--- src/rtl/camera_pkg.sv ---
// camera_pkg: shared state encoding and default parameters for the camera responder
package camera_pkg;
   typedef enum logic [2:0] {
      S_UNINIT,
      S_INITIALIZING,
      S_IDLE,
      S_CAPTURE,
      S_TRANSMIT
   } cam_state_t;
   localparam int DEF_INIT_CYCLES = 16;
   localparam int DEF_PIXELS      = 8;
   localparam int DEF_PIXEL_W     = 8;
endpackage

--- src/rtl/frame_buffer.sv ---
// frame_buffer: PIXELS x PIXEL_W pixel store, one synchronous write port, one combinational read port
// Ports: clock, we/waddr/wdata (write), raddr -> rdata (read). Storage is not reset.
module frame_buffer
   import camera_pkg::*;
#(
   parameter int PIXELS  = DEF_PIXELS,
   parameter int PIXEL_W = DEF_PIXEL_W,
   parameter int AW      = $clog2(DEF_PIXELS)
) (
   input  logic               clock,
   input  logic               we,
   input  logic [AW-1:0]      waddr,
   input  logic [PIXEL_W-1:0] wdata,
   input  logic [AW-1:0]      raddr,
   output logic [PIXEL_W-1:0] rdata
);
   logic [PIXEL_W-1:0] mem [PIXELS];
   always_ff @(posedge clock)
      if (we) mem[waddr] <= wdata;
   assign rdata = mem[raddr];
endmodule

--- src/rtl/camera_responder.sv ---
// camera_responder: init/take/send command responder with frame capture and valid/ready streaming
// Ports: clock, reset_n (async active-low); init/take/send strobes -> done_init/done_take/done_send pulses;
//        pixel_in/pixel_valid sensor input; data_out/data_valid/data_ready outgoing stream.
// Optional: CAM_CHECKSUM_EN appends an XOR-of-frame beat after the last pixel.
module camera_responder
   import camera_pkg::*;
#(
   parameter int INIT_CYCLES = DEF_INIT_CYCLES,
   parameter int PIXELS      = DEF_PIXELS,
   parameter int PIXEL_W     = DEF_PIXEL_W
) (
   input  logic               clock,
   input  logic               reset_n,
   input  logic               init,
   input  logic               take,
   input  logic               send,
   output logic               done_init,
   output logic               done_take,
   output logic               done_send,
   input  logic [PIXEL_W-1:0] pixel_in,
   input  logic               pixel_valid,
   output logic [PIXEL_W-1:0] data_out,
   output logic               data_valid,
   input  logic               data_ready
);
   localparam int IW = $clog2(PIXELS + 1);
   localparam int AW = $clog2(PIXELS);
   localparam int CW = $clog2(INIT_CYCLES + 1);
`ifdef CAM_CHECKSUM_EN
   localparam int LAST = PIXELS;
`else
   localparam int LAST = PIXELS - 1;
`endif
   cam_state_t         state_q, state_d;
   logic [CW-1:0]      cnt_q, cnt_d;
   logic [IW-1:0]      idx_q, idx_d;
   logic               fv_q, fv_d;
   logic               di_q, di_d, dt_q, dt_d, ds_q, ds_d;
   logic               we;
   logic [PIXEL_W-1:0] rdata;
   frame_buffer #(.PIXELS(PIXELS), .PIXEL_W(PIXEL_W), .AW(AW)) u_buf (
      .clock (clock),
      .we    (we),
      .waddr (idx_q[AW-1:0]),
      .wdata (pixel_in),
      .raddr (idx_q[AW-1:0]),
      .rdata (rdata)
   );
   always_comb begin
      state_d = state_q;
      cnt_d   = cnt_q;
      idx_d   = idx_q;
      fv_d    = fv_q;
      di_d    = 1'b0;
      dt_d    = 1'b0;
      ds_d    = 1'b0;
      we      = 1'b0;
      case (state_q)
         S_UNINIT:
            if (init) begin
               state_d = S_INITIALIZING;
               cnt_d   = CW'(INIT_CYCLES - 1);
            end
         S_INITIALIZING:
            if (cnt_q == '0) begin
               state_d = S_IDLE;
               di_d    = 1'b1;
               fv_d    = 1'b0;
            end else cnt_d = cnt_q - CW'(1);
         S_IDLE:
            if (take) begin
               state_d = S_CAPTURE;
               idx_d   = '0;
            end else if (send) begin
               state_d = S_TRANSMIT;
               idx_d   = '0;
            end else if (init) begin
               state_d = S_INITIALIZING;
               cnt_d   = CW'(INIT_CYCLES - 1);
            end
         S_CAPTURE:
            if (pixel_valid) begin
               we = 1'b1;
               if (idx_q == IW'(PIXELS - 1)) begin
                  state_d = S_IDLE;
                  fv_d    = 1'b1;
                  dt_d    = 1'b1;
               end else idx_d = idx_q + IW'(1);
            end
         S_TRANSMIT:
            if (!fv_q) begin
               state_d = S_IDLE;
               ds_d    = 1'b1;
            end else if (data_ready) begin
               if (idx_q == IW'(LAST)) begin
                  state_d = S_IDLE;
                  ds_d    = 1'b1;
               end else idx_d = idx_q + IW'(1);
            end
         default: state_d = S_UNINIT;
      endcase
   end
   always_ff @(posedge clock or negedge reset_n)
      if (!reset_n) begin
         state_q <= S_UNINIT;
         cnt_q   <= '0;
         idx_q   <= '0;
         fv_q    <= 1'b0;
         di_q    <= 1'b0;
         dt_q    <= 1'b0;
         ds_q    <= 1'b0;
      end else begin
         state_q <= state_d;
         cnt_q   <= cnt_d;
         idx_q   <= idx_d;
         fv_q    <= fv_d;
         di_q    <= di_d;
         dt_q    <= dt_d;
         ds_q    <= ds_d;
      end
   assign done_init  = di_q;
   assign done_take  = dt_q;
   assign done_send  = ds_q;
   assign data_valid = (state_q == S_TRANSMIT) && fv_q;
`ifdef CAM_CHECKSUM_EN
   logic [PIXEL_W-1:0] cks_q, cks_d;
   // running XOR restarts on the first pixel of every capture
   always_comb begin
      cks_d = cks_q;
      if (we) cks_d = (idx_q == '0) ? pixel_in : (cks_q ^ pixel_in);
   end
   always_ff @(posedge clock or negedge reset_n)
      if (!reset_n) cks_q <= '0;
      else cks_q <= cks_d;
   assign data_out = !data_valid ? '0 : (idx_q == IW'(PIXELS)) ? cks_q : rdata;
`else
   assign data_out = data_valid ? rdata : '0;
`endif
endmodule

--- config.mk ---
export PLATFORM = sky130hd
export DESIGN_NAME = camera_responder
export DESIGN_NICKNAME = d
export VERILOG_FILES = /design/src/rtl/camera_pkg.sv /design/src/rtl/frame_buffer.sv /design/src/rtl/camera_responder.sv
export SDC_FILE = /design/constraint.sdc
export NUM_CORES = 1
export LEC_CHECK = 0
export BUFFER_PORTS_ARGS = -buffer_cell sky130_fd_sc_hd__buf_2
export CAP_MARGIN = 10
export CORE_ASPECT_RATIO = 0.7
export CORE_UTILIZATION = 53
export CTS_CLUSTER_SIZE = 16
export DETAILED_ROUTE_END_ITERATION = 8
export GPL_ROUTABILITY_DRIVEN = 0
export PLACE_DENSITY = 0.85
export SYNTH_ARGS = -nofsm -noshare
export SYNTH_HDL_FRONTEND = slang
export SYNTH_SLANG_ARGS = --single-unit
--- constraint.sdc ---
create_clock -name clock -period 2.1 [get_ports clock]
set_input_delay 0.105 -clock clock [delete_from_list [all_inputs] [get_ports clock]]
set_output_delay 0.105 -clock clock [all_outputs]
set_load 0.02 [all_outputs]
==> impl_metrics.tcl, run 1 <==
set metrics [dict create \
    run_status "finished, violations left" \
    violations "negative setup slack" \
    tightest_slew_ns 0.474 \
    vias_per_cell 5.77 \
    powerDensity_mw_per_mm2 1060 \
    cp-start-kind "flop" \
    syn-cell-area_sq_mm 0.00352 \
    clk_latency_ns 0.35 \
    clock.fmax_mhz 476 \
    hold_start "pixel_in[2]" \
    r2r_cells 6 \
    pwr-share-clk_pct 30.4 \
    fin_crit_sh_pct 100 \
    rr_endpoint "u_buf.mem[1][3]" \
    p_leak_nw 1.55 \
    critical_path_class "reg2out" \
    synth_area_per_cell_sq_um 14.0 \
    firstDrtPassIters 4 \
    endpoint_kind "primary output" \
    slew_violations 0 \
    antenna_cells 0 \
    critPathArrivalTime_ns 2.00 \
    cpPeakStageDelay_ns 0.42 \
    ctsHtreeMaxLevel 3 \
    nNetsFinal 319 \
    yosys.area.top_type "edfxtp_1" \
    yosysTopAreaCellShare_pct 54.5 \
    p_switching_mw 1.27 \
    async_flop_share_pct 20.0 \
    yosys-top-cells-area "edfxtp_1 55%, dfrtp_1 11%, mux4_2 3.8%" \
    yosysUniqueCellTypes 45 \
    grt_max_degree 29 \
    grt_pass1_vias 2158 \
    crit_end "data_out[6]" \
    post-synth-top-count-cell "edfxtp_1" \
    core.rowCount 24 \
    timing.final.hold_violations 0 \
    cp.required_ns 2.00 \
    io_buffers 26 \
    ys_seq_area_share_pct 65.9 \
    final_antenna_net_count 0 \
    drive_gt1_share_pct 28.0 \
    drt_iter0_markers 181 \
    crit_cells 6 \
    swShare_pct 28.7 \
    fp.dieArea_sq_mm 0.00699 \
    synth_cells 252 \
    p_total_mw 4.43 \
    preCtsSetupSlack_ns 0.182 \
    fin_ws_ns -0.000558 \
    wl_per_cell_microns 18.1 \
    die_h_microns 70.2 \
    drv_cap 0 \
    path_max_fanout 28 \
    reg2reg_slack_ns 0.15 \
    vdd_drop_max_uv 598 \
    pwr-share-comb_pct 26.2 \
    pin_count 27 \
    cts_tree "done" \
    cts_buffer_depth 2 \
    chipWidth_microns 99.5 \
    setup_viol 1 \
    coreArea_sq_mm 0.00634 \
    grt_overflow_total 0 \
    finalWirelength_mm 7.22 \
    cts_buffers 9 \
    cts_sinks 80 \
    worst-path-buf-inv 2 \
    track_usage_pct 22.8 \
    syn_to_final_growth_pct 18.1 \
    vias 2297 \
    ys_ff_latch 80 \
    path_cells "buf_12 > nand2b_1 > o221ai_1 > o21ai_1 > a21oi_1 > buf_2" \
    critPathLaunch "idx_q[0]" \
    hold_class "in2reg" \
    reg2reg_from "idx_q[1]" \
    p_int_mw 3.16 \
    yosys_warnings 0 \
    synth_nets 269 \
    remaining_drc_errors 0 \
    hpwl_mm 4.71 \
    synth-edff-count 64 \
    ys_dominant_reg_cell "edfxtp_1" \
    rsz0062_at_grt "true" \
    antenna_found_initial 0 \
    grt_pass1_wl_mm 11.3 \
    final.min_clock_period_ns 2.10 \
    slew_headroom_pct 68.3 \
    crit_slowest_cell "dfrtp_1" \
    initial_core_util_pct 55.6 \
    cts-root-buf "clkbuf_8" \
    skew_ns 0.0121 \
    clk_pin_slew_ns 0.09 \
    synth_commonest_cells "64 x edfxtp_1, 21 x a21oi_1, 18 x nor2_1, 16 x dfrtp_1, 16 x nand2_1" \
    cpLargestDelayFamily "compound AO/OA/AOI/OAI gates" \
    pwr-share-seq_pct 43.4 \
]
==> metrics by stage <==
step                        TNS, ns  hold slack [ns]  instance area (sq um)  util [%]  cells
after detailed placement          0           0.0454                   3840      60.6    376
final                     -0.000558           0.0173                   4160      65.7    398
after CTS                         0          0.00741                   4120      65.0    396
after floorplan                   0           -0.191                   3520         -    252
after global routing         -0.126          0.00741                   4160      65.7    398
after global placement            0           0.0413                   3840      60.6    376
==> sequential cells by signal (all words and copies together) (netlist names) <==
signal     cells
u_buf.mem     64
cnt_q          5
idx_q          4
state_q        3
done_init      1
done_send      1
done_take      1
fv_q           1
==> routing by layer <==
layer  global-route usage (%)  vias to the layer above  routed length, microns
met5                        0                        -                       0
met4                     10.6                        0                     187
met3                     6.71                       19                     551
met2                     34.0                      104                    3370
met1                     31.1                     1115                    3110
li1                         -                     1059                       -
==> how the worst min path moves through the flow <==
stage	to	slack (ns)	cells past startpoint
2_1_floorplan	cnt_q[0]	-0.19	0
3_3_place_gp	cnt_q[1]	0.04	1
3_5_place_dp	cnt_q[1]	0.05	1
4_1_cts	u_buf.mem[0][2]	0.007	1
5_1_grt	u_buf.mem[0][2]	0.007	1
6_report	u_buf.mem[0][2]	0.02	1
==> power groups by stage <==
stage          Combinational (mW)  Clock (mW)  Sequential (mW)
6_report                     1.16        1.35             1.92
5_1_grt                      1.27        1.43             1.93
4_1_cts                      1.10        1.37             1.91
3_5_place_dp                 1.03           0             1.96
3_3_place_gp                0.987           0             1.95
2_1_floorplan               0.839           0             1.92
==> cell type report <==
class	instances	area (sq um)
repair buffers	52	352
multi-input cells	146	1080
inverters	13	48.8
fillers	438	2170
clock buffers	9	124
clock inverters	7	119
flip-flops and latches	80	2320
well taps	91	114
==> layout by cell type, fill, tap and decap left out, types with 2 or more instances in the layout <==
master and n:
o21ai_1 4, mux2i_1 11, inv_1 13, a31oi_1 3, nor2_1 18, a22o_1 3
o21ai_0 4, a21o_1 2, nand2_1 15, mux2_2 3, a21boi_1 2, nor3_1 7
buf_2 26, a21oi_1 21, buf_4 22, nand3b_1 3, a32o_1 2, nand3_1 9
nand2b_1 3, bufinv_16 3, nor2b_1 2, dfrtp_1 15, mux4_2 6, a221oi_1 2
clkbuf_8 9, a211oi_1 4, edfxtp_1 64, ha_1 2, and3b_1 2
==> repair_timing <==
action	in CTS	in global routing
setup endpoints to repair	7	8
endpoints found under the hold margin	16	0
buffers inserted	3	2
gates resized for setup	2	7
hold buffers	1	0
==> logic make-up (layout without fill, tap and decap cells) <==
family | after synthesis | in the layout | share of synthesized area [%]
AOI/OAI and AO/OA | 56 | 56 | 11.1
buffers and inverters | 26 | 81 | 3.69
DFF | 80 | 80 | 65.9
and+or+nand+nor | 68 | 68 | 10.7
adders and majority gates | 2 | 2 | 0.710
muxes | 20 | 20 | 7.92
Power figures use the tool's default switching activity.
==> run 2: changes to the inputs <==
--- a/config.mk
+++ b/config.mk
@@ -6,12 +6,13 @@
 export NUM_CORES = 1
 export LEC_CHECK = 0
 export BUFFER_PORTS_ARGS = -buffer_cell sky130_fd_sc_hd__buf_2
-export CAP_MARGIN = 10
+export CAP_MARGIN = 40
 export CORE_ASPECT_RATIO = 0.7
 export CORE_UTILIZATION = 53
 export CTS_CLUSTER_SIZE = 16
 export DETAILED_ROUTE_END_ITERATION = 8
 export GPL_ROUTABILITY_DRIVEN = 0
+export HOLD_SLACK_MARGIN = 0.08
 export PLACE_DENSITY = 0.85
 export SYNTH_ARGS = -nofsm -noshare
 export SYNTH_HDL_FRONTEND = slang
==> impl_metrics.tcl, run 2 (synthesis gave the netlist of run 1 again) <==
set metrics [dict create \
    final_antenna_net_count 0 \
    run_status "completed" \
    crit_slowest_cell "mux4_2" \
    clock.fmax_mhz 499 \
    cp.required_ns 2.00 \
    path_max_fanout 6 \
    utilization_pct 67.7 \
    die_h_microns 70.2 \
    r2r_cells 6 \
    cts-root-buf "clkbuf_8" \
    hpwl_mm 4.71 \
    vias 2331 \
    clk_pin_slew_ns 0.08 \
    clk_latency_ns 0.35 \
    rr_endpoint "u_buf.mem[1][1]" \
    layout_commonest_cell "edfxtp_1" \
    slew_violations 0 \
    core.rowCount 24 \
    powerDensity_mw_per_mm2 1040 \
    io_buffers 26 \
    slew_headroom_pct 69.3 \
    seq_area_sq_mm 0.00232 \
    syn_to_final_growth_pct 21.6 \
    final_cell_mix "64 x edfxtp_1, 26 x buf_2, 21 x a21oi_1, 21 x buf_4, 18 x nor2_1" \
    fin_crit_sh_pct 95.4 \
    grt_pass1_vias 2207 \
    timing.final.hold_violations 0 \
    fin_ws_ns 0.0963 \
    hold_start "send" \
    cts_buffer_depth 2 \
    finalWirelength_mm 7.30 \
    preCtsSetupSlack_ns 0.182 \
    track_usage_pct 23.0 \
    drive_gt1_share_pct 27.3 \
    largest_register "u_buf.mem" \
    coreArea_sq_mm 0.00634 \
    cts_tree "done" \
    final_area_sq_mm 0.00429 \
    critPathArrivalTime_ns 1.90 \
    cp-start-kind "flop" \
    multi_input_area_sq_mm 0.00109 \
    grt_max_degree 29 \
    vdd_drop_max_uv 608 \
    grt_pass1_wl_mm 11.5 \
    remaining_drc_errors 0 \
    place_area_sq_mm 0.00384 \
    skew_ns 0.0113 \
    reg.largest.list "u_buf.mem x64, cnt_q x5, idx_q x4" \
    largest_reg_flops 64 \
    pin_count 27 \
    drv_cap 0 \
    ctsHtreeMaxLevel 3 \
    antenna_found_initial 0 \
    firstDrtPassIters 4 \
    drt_iter0_markers 148 \
    fp.dieArea_sq_mm 0.00699 \
    vias_per_cell 5.69 \
    cpPeakStageDelay_ns 0.49 \
    nNetsFinal 331 \
    reg2reg_slack_ns 0.16 \
    critPathLaunch "idx_q[1]" \
    wl_per_cell_microns 17.8 \
    hold_class "in2reg" \
    chipWidth_microns 99.5 \
    p_total_mw 4.45 \
    tightest_slew_ns 0.459 \
    final.min_clock_period_ns 2.00 \
    nFillCells 425 \
    endpoint_kind "primary output" \
    path_cells "buf_4 > mux4_2 > a221oi_2 > nor2_1 > buf_2" \
    antenna_cells 0 \
    setup_viol 0 \
    cts_buffers 9 \
    timing.setup.tns_ns 0 \
    initial_core_util_pct 55.6 \
    p_leak_nw 1.60 \
    cts_sinks 80 \
    reg2reg_from "idx_q[1]" \
    critical_path_class "reg2out" \
    min_path_cells 4 \
    worst_hold_path.endpoint "state_q[2]" \
    grt_overflow_total 0 \
]
run 2: worst max-delay path by stage:
stage / to / depth (start not counted)
finish: data_out[7] / 5
detailed placement: data_out[2] / 6
floorplan: u_buf.mem[0][0] / 5
global route: data_out[2] / 6
global placement: data_out[2] / 6
CTS: data_out[6] / 4
run 2: timing repair:
action / in CTS / in global routing
endpoints found under the hold margin: 85 / 0
gates resized for setup: 2 / 8
hold buffers: 13 / 0
setup buffers: 3 / 2
setup endpoints to repair: 7 / 8
run 2: cell type report:
| type | instances | share of cell area (%) |
|---|---|---|
| clock buffers | 9 | 2.89 |
| clock inverters | 7 | 2.77 |
| inverters | 13 | 1.14 |
| multi-input cells | 146 | 25.4 |
| flip-flops and latches | 80 | 54.2 |
| well taps | 91 | 2.66 |
| repair buffers | 64 | 11.0 |
run 2: layer usage:
layer	vias up	track usage, %	wire length (microns)
met5	-	0	0
met4	0	10.6	131
met3	16	6.41	474
met2	88	34.0	3450
met1	1144	32.1	3250
li1	1083	-	-
run 2: power by group:
part	total (mW)	internal [mW]	leakage [nW]	switching, mW
registers	1.92	1.81	0.779	0.111
clock network	1.35	0.794	0.123	0.558
logic	1.18	0.568	0.697	0.610
run 2: critical path: cells and delay by family (launching register included):
family	cells	cell delay, ns
multiplexers	1	0.49
flip-flops	1	0.47
buffers and inverters	2	0.31
AO/OA/AOI/OAI	1	0.23
AND/OR/NAND/NOR	1	0.05
run 2: per-stage QoR:
| stage | cells | hold slack, ns |
|---|---|---|
| 6_report | 410 | 0.141 |
| 5_1_grt | 410 | 0.147 |
| 4_1_cts | 408 | 0.116 |
| 3_5_place_dp | 376 | 0.0454 |
| 3_3_place_gp | 376 | 0.0413 |
| 2_1_floorplan | 252 | -0.191 |
